File: src/rtl/chain_pkg.sv
// Shared types and constants for the anchor chaining score pipeline.
package chain_pkg;

    typedef enum logic [1:0] {IDLE, ACCUM, DRAIN, OUT} state_t;

    localparam int FRAC_W = 8;

    // 64-bit extremes; narrower datapaths derive their limits by arithmetic shift.
    localparam logic signed [63:0] POS_INF = 64'sh7FFF_FFFF_FFFF_FFFF;
    localparam logic signed [63:0] NEG_INF = 64'sh8000_0000_0000_0000;

endpackage

File: src/rtl/chain_gap_cost.sv
// Gap penalty: ((dd * coef) >> FRAC_W) + (floor_log2(dd) >> 1), with floor_log2(0) = 0.
module chain_gap_cost
    import chain_pkg::*;
#(
    parameter int WIDTH = 32
) (
    input  logic [WIDTH-1:0]  dd,
    input  logic [15:0]       coef,
    output logic [WIDTH+8:0]  gap
);

    localparam int LW = $clog2(WIDTH);

    logic [WIDTH+15:0] prod;
    logic [LW-1:0]     lg;

    assign prod = dd * coef;

    // Priority encoder: the highest set bit wins because later iterations overwrite.
    always_comb begin
        lg = '0;
        for (int i = 0; i < WIDTH; i++) begin
            if (dd[i]) lg = LW'(i);
        end
    end

    assign gap = (WIDTH+9)'(prod >> FRAC_W) + (WIDTH+9)'(lg >> 1);

endmodule

File: src/rtl/chain_score_pipe.sv
// Scores one anchor against up to NPRED_MAX predecessors through a 3-stage pipeline
// and reports the best chain score, its predecessor index and whether any beat won.
module chain_score_pipe
    import chain_pkg::*;
#(
    parameter int WIDTH     = 32,
    parameter int NPRED_MAX = 64,
    parameter int MAX_DIST  = 5000,
    parameter int BW        = 500
) (
    input  logic                              clk,
    input  logic                              rst_n,
    input  logic                              cur_valid,
    output logic                              cur_ready,
    input  logic signed [WIDTH-1:0]           cur_rx,
    input  logic signed [WIDTH-1:0]           cur_qy,
    input  logic signed [WIDTH-1:0]           cur_w,
    input  logic [$clog2(NPRED_MAX+1)-1:0]    cur_npred,
    input  logic [15:0]                       gap_coef,
    input  logic                              pred_valid,
    output logic                              pred_ready,
    input  logic signed [WIDTH-1:0]           pred_rx,
    input  logic signed [WIDTH-1:0]           pred_qy,
    input  logic signed [WIDTH-1:0]           pred_f,
    output logic                              res_valid,
    input  logic                              res_ready,
    output logic signed [WIDTH-1:0]           res_score,
    output logic [$clog2(NPRED_MAX)-1:0]      res_idx,
    output logic                              res_found
);

    localparam int NW = $clog2(NPRED_MAX+1);
    localparam int IW = $clog2(NPRED_MAX);
    localparam int CW = WIDTH + 11;

    localparam logic signed [WIDTH-1:0] SAT_MAX  = WIDTH'(POS_INF >>> (64 - WIDTH));
    localparam logic signed [CW-1:0]    CAND_MAX = CW'(POS_INF >>> (64 - WIDTH));
    localparam logic signed [CW-1:0]    CAND_MIN = CW'(NEG_INF >>> (64 - WIDTH));
    localparam logic signed [WIDTH:0]   DIST_MAX = (WIDTH+1)'(MAX_DIST);
    localparam logic [WIDTH+1:0]        BAND_MAX = (WIDTH+2)'(BW);
    localparam logic [NW-1:0]           NPRED_CAP = NW'(NPRED_MAX);

    function automatic logic signed [WIDTH-1:0] sat_cand(input logic signed [CW-1:0] x);
        if (x > CAND_MAX)      return SAT_MAX;
        else if (x < CAND_MIN) return WIDTH'(CAND_MIN);
        else                   return x[WIDTH-1:0];
    endfunction

    function automatic logic signed [WIDTH:0] min3(input logic signed [WIDTH:0] a,
                                                   input logic signed [WIDTH:0] b,
                                                   input logic signed [WIDTH:0] c);
        logic signed [WIDTH:0] m;
        m = (a < b) ? a : b;
        return (c < m) ? c : m;
    endfunction

    state_t                  state, state_n;
    logic                    live;
    logic [NW-1:0]           count, npred_r, npred_c;
    logic signed [WIDTH-1:0] rx_r, qy_r, w_r;
    logic [15:0]             coef_r;
    logic signed [WIDTH-1:0] best;
    logic [IW-1:0]           best_idx;
    logic                    found, empty_q;
    logic                    cur_fire, pred_fire, last_beat;

    logic                    vld_p1;
    logic signed [WIDTH:0]   dr_p1, dq_p1;
    logic signed [WIDTH-1:0] f_p1;
    logic [IW-1:0]           idx_p1;

    logic signed [WIDTH+1:0] dr_x, dq_x, diff;
    logic [WIDTH+1:0]        dd_mag;
    logic                    ok_s2;
    logic signed [WIDTH:0]   sc_s2;
    logic [WIDTH+8:0]        gap_s2;

    logic                    vld_p2, ok_p2;
    logic signed [WIDTH:0]   sc_p2;
    logic [WIDTH+8:0]        gap_p2;
    logic signed [WIDTH-1:0] f_p2;
    logic [IW-1:0]           idx_p2;

    logic signed [CW-1:0]    cand_wide;
    logic signed [WIDTH-1:0] cand;
    logic                    take;

    assign cur_ready  = live && (state == IDLE);
    assign pred_ready = (state == ACCUM) && (count < npred_r);
    assign cur_fire   = cur_valid && cur_ready;
    assign pred_fire  = pred_valid && pred_ready;
    assign last_beat  = pred_fire && (count == npred_r - 1'b1);
    assign npred_c    = (cur_npred > NPRED_CAP) ? NPRED_CAP : cur_npred;

    assign res_valid = (state == OUT);
    assign res_score = best;
    assign res_found = found;
    assign res_idx   = (res_valid && !found) ? '1 : best_idx;

    always_comb begin
        state_n = state;
        case (state)
            IDLE:    if (cur_fire) state_n = (npred_c == '0) ? DRAIN : ACCUM;
            ACCUM:   if (last_beat) state_n = DRAIN;
            DRAIN:   if (empty_q) state_n = OUT;
            OUT:     if (res_ready) state_n = IDLE;
            default: state_n = IDLE;
        endcase
    end

    // empty_q lags the pipeline by one cycle so DRAIN always spans the S3 write-back.
    always_ff @(posedge clk or negedge rst_n) begin
        if (!rst_n) begin
            state    <= IDLE;
            live     <= 1'b0;
            count    <= '0;
            npred_r  <= '0;
            best     <= '0;
            best_idx <= '0;
            found    <= 1'b0;
            empty_q  <= 1'b0;
            vld_p1   <= 1'b0;
            vld_p2   <= 1'b0;
        end else begin
            state   <= state_n;
            live    <= 1'b1;
            vld_p1  <= pred_fire;
            vld_p2  <= vld_p1;
            empty_q <= (state == DRAIN) && !vld_p1 && !vld_p2;
            if (cur_fire) begin
                count   <= '0;
                npred_r <= npred_c;
                best    <= cur_w;
                found   <= 1'b0;
            end else begin
                if (pred_fire) count <= count + 1'b1;
                if (take) begin
                    best     <= cand;
                    best_idx <= idx_p2;
                    found    <= 1'b1;
                end
            end
        end
    end

    // ---- S1: coordinate deltas ----
    always_ff @(posedge clk) begin
        if (cur_fire) begin
            rx_r   <= cur_rx;
            qy_r   <= cur_qy;
            w_r    <= cur_w;
            coef_r <= gap_coef;
        end
        dr_p1  <= {rx_r[WIDTH-1], rx_r} - {pred_rx[WIDTH-1], pred_rx};
        dq_p1  <= {qy_r[WIDTH-1], qy_r} - {pred_qy[WIDTH-1], pred_qy};
        f_p1   <= pred_f;
        idx_p1 <= count[IW-1:0];
    end

    // ---- S2: validity, span score and gap cost ----
    assign dr_x   = {dr_p1[WIDTH], dr_p1};
    assign dq_x   = {dq_p1[WIDTH], dq_p1};
    assign diff   = dr_x - dq_x;
    assign dd_mag = diff[WIDTH+1] ? -diff : diff;
    assign ok_s2  = !dr_p1[WIDTH] && (dr_p1 != '0) && !dq_p1[WIDTH] && (dq_p1 != '0) &&
                    (dr_p1 <= DIST_MAX) && (dq_p1 <= DIST_MAX) && (dd_mag <= BAND_MAX);
    assign sc_s2  = min3(dr_p1, dq_p1, {w_r[WIDTH-1], w_r});

    chain_gap_cost #(.WIDTH(WIDTH)) u_gap (
        .dd   (dd_mag[WIDTH-1:0]),
        .coef (coef_r),
        .gap  (gap_s2)
    );

    always_ff @(posedge clk) begin
        ok_p2  <= ok_s2;
        sc_p2  <= sc_s2;
        gap_p2 <= gap_s2;
        f_p2   <= f_p1;
        idx_p2 <= idx_p1;
    end

    // ---- S3: saturated candidate and best update ----
    assign cand_wide = {{11{f_p2[WIDTH-1]}}, f_p2} + {{10{sc_p2[WIDTH]}}, sc_p2} - {2'b00, gap_p2};
    assign cand      = sat_cand(cand_wide);
    assign take      = vld_p2 && ok_p2 && (cand > best);

endmodule

File: config.mk
export PLATFORM = sky130hd
export DESIGN_NAME = chain_score_pipe
export DESIGN_NICKNAME = d
export VERILOG_FILES = /design/src/rtl/chain_pkg.sv /design/src/rtl/chain_gap_cost.sv /design/src/rtl/chain_score_pipe.sv
export SDC_FILE = /design/constraint.sdc
export NUM_CORES = 2
export LEC_CHECK = 0
export ABC_AREA = 1
export ABC_CLOCK_PERIOD_IN_PS = 8600
export CORE_AREA = 2 2 351 353
export CTS_CLUSTER_DIAMETER = 30
export DETAILED_ROUTE_END_ITERATION = 10
export DIE_AREA = 0 0 353 355
export PLACE_DENSITY = 0.55
export SYNTH_ARGS = -nofsm -noshare
export SYNTH_HDL_FRONTEND = slang
export SYNTH_HIERARCHICAL = 1
export SYNTH_SLANG_ARGS = --single-unit
File: constraint.sdc
create_clock -name clk -period 8.6 [get_ports clk]
set_input_delay 1.72 -clock clk [delete_from_list [all_inputs] [get_ports clk]]
set_output_delay 1.72 -clock clk [all_outputs]
set_load 0.05 [all_outputs]
==> out/results.ini <==
[global_route]
overflow=0
grt_start_max_net_pins=94
grt_pass1_vias=41616
antenna_found_initial=2
grt_pass1_wl_um=233000
grt_usage=0.239

[final_layout]
drive_above_1_share=0.193
n_fill_cell=12145
syn_to_final_growth_pct=33.3
final_nets=8032
instances_no_fill=8717
antennaDiodeCount=0

[drt]
wirelength_um=153000
first_iter_violations=2706
firstDrtPassIters=5
remaining_drc_errors=0
dr_total_vias=41620
wl_per_cell_um=17.5
ant_nets=0
viasPerCell=4.77

[clock_network]
cts_tree=yes
cts_root_buffer=clkbuf_16
clk_pin_slew_worst_paths_ns=0.04
cts_inserted_buffers=98
insertion_delay_ns=0.72
clock_path_buffers=3
cts_sinks=388
ctsHtreeMaxLevel=3

[placement]
placed_cells=8461
gp_congestion=0.941
portBuffers=261
dp_hpwl_um=127000

[worst_setup_path]
cp_top_family=adder cells
critical_path.max_stage_delay_ns=0.60
start_kind=flop
endpoint_kind=flop
r2r-start=dr_p1[0]
r2r_cells=46
cp.arrival_ns=8.85
slowest_stage=fa_2
crit_type=flop to flop
reg2reg_to=gap_p2[24]
rrSetupSlack_ns=0.31
path_max_fanout=7
required_ns=9.16
cp_num_buf_inv=14

[timing]
slew_headroom=0.0947
period_minus_slack_ns=8.29
drv_slew=0
rsz0062_at_grt=yes
final-setup-viol-count=0
worstMarginPinSlew_ns=1.34
fin_skew_ns=0.0603
timing.final.crit_share=0.964
hold_viol_final=0
fmax_mhz=121

[floorplan]
design.die.area_um2=125000
fp.dieW_um=353
pin_count=262
core_area_um2=121000
dieHeight_um=355
rows=128
initial_core_util=0.369

[flow_run]
maxCapViolations=0

[hold_path]
min_from=f_p1[19]
min_to=f_p2[19]
min_delay_path_depth=0
hold_class=flop to flop

[logic_synthesis]
synth_async_sr_flop_share=0.152
synth-edff-count=112
synth_area_leaders=fa_1 (21%), nand2_1 (14%), inv_1 (12%)
syn_area_um2=44800
synth_cells=6231
synth_cell_types=63
syn_nets=7254
synth.most_common_cell=nand2_1
synth.top_cell.area_share=0.207
avgSynthCellArea_um2=7.18
synth_ff_type=dfxtp_1
netlist_top_cells_count=nand2_1 (1726), inv_1 (1467), fa_1 (462)
synth-seq-cells=388
yosys.area.top_type=fa_1
synth_warnings=6
seq_area_frac_synth=0.205

[run_status]
outcome=finished clean

## layout make-up
type / count / area [µm²] / share of cell area
flip-flops and latches: 388 / 9210 / 0.154
repair buffers: 831 / 7540 / 0.126
clock inverters: 50 / 659 / 0.0111
inverters: 1487 / 5600 / 0.0939
well taps: 1625 / 2030 / 0.0341
multi-input cells: 4203 / 31800 / 0.533
clock buffers: 133 / 2810 / 0.0471
## worst register-to-register path, delay by kind of cell, from the launching register on
kind | cells | cell delay (ns)
xor gates and xnor gates | 1 | 0.16
adders and majority gates | 10 | 4.06
buffers and inverters | 14 | 1.21
DFF | 1 | 0.33
and+or+nand+nor | 21 | 2.45
## layout by cell type, fill, tap and decap left out, types with 41 or more instances in the layout
cell type        Yosys  layout
ha_1               341     284
xor2_1              96      91
o21ai_0            171     152
buf_4               13     503
ha_4                 0      55
buf_12               0      41
dfrtp_1             59      59
nor2_2              25      53
inv_1             1467    1424
dfxtp_1            217     198
clkbuf_16            0     104
fa_1               462     441
edfxtp_1           112     112
nand3_2             18      46
nand3_1            286     250
o21ai_1             39      50
clkdlybuf4s50_1      0     260
a21oi_1            250     215
nand4_1             66      66
nor2_1             368     277
nand2_2             51     173
nor2_4               8      71
inv_2               19      56
xnor2_1             59      59
nand2_1           1726    1567
## per-layer routing
metal	wire (µm)	GRT usage	up-vias	share of wire
met5	13	0	-	0.000085
met4	4090	0.0698	2	0.027
met3	8820	0.0370	200	0.058
met2	69900	0.391	1066	0.46
met1	70000	0.328	19867	0.46
li1	-	-	20485	-
## metrics by stage
step | setup slack (ns) | hold WS (ns) | setup TNS [ns] | area (µm²) | utilization
CTS | 0.000942 | 0.322 | 0 | 56600 | 0.466
finish | 0.309 | 0.321 | 0 | 59700 | 0.491
global route | -0.0629 | 0.324 | -0.341 | 59700 | 0.491
floorplan | 0.311 | 0.310 | 0 | 44800 | -
global placement | -0.447 | 0.311 | -4.54 | 52900 | 0.436
detailed placement | -0.460 | 0.312 | -5.39 | 52900 | 0.436
## how the worst max path moves through the flow
stage               slack (ns)  startpoint  cells past startpoint          to
global route             -0.06    dr_p1[7]                     47  gap_p2[37]
global placement         -0.45    dr_p1[0]                     44  gap_p2[32]
finish                    0.31    dr_p1[0]                     46  gap_p2[24]
detailed placement       -0.46    dr_p1[0]                     45  gap_p2[35]
floorplan                 0.31    dr_p1[0]                     44  gap_p2[24]
CTS                     0.0009    dr_p1[0]                     44  gap_p2[35]
## repair_timing
item                       4_1_cts  5_1_grt
resized for setup               71      604
pin swaps                       11      294
buffers inserted                 5       66
hold buffers                     0        0
cloned                           0        2
setup endpoints to repair       21       31
## flip-flops by register name (all words and copies together), names as in the netlist, 16 cells and up
signal / count
w_r: 32
f_p2: 32
qy_r: 32
sc_p2: 33
gap_p2: 41
res_score: 32
rx_r: 32
dr_p1: 33
f_p1: 32
coef_r: 16
dq_p1: 33
## kinds of logic (layout without fill, tap and decap cells)
kind of cell | after synthesis | count (layout) | synth area share
AND/OR/NAND/NOR | 2664 | 2664 | 0.251
buffers and inverters | 1640 | 2501 | 0.140
adder cells (fa/ha/maj) | 803 | 803 | 0.302
AO/OA/AOI/OAI | 579 | 579 | 0.0712
flip-flops | 388 | 388 | 0.205
XOR/XNOR | 156 | 156 | 0.0307
other | 1 | 1 | 0.0000838
Power is left out: the tool's default activity adds up to more than one toggle a clock period on the data nets, which glitch-free logic cannot reach.
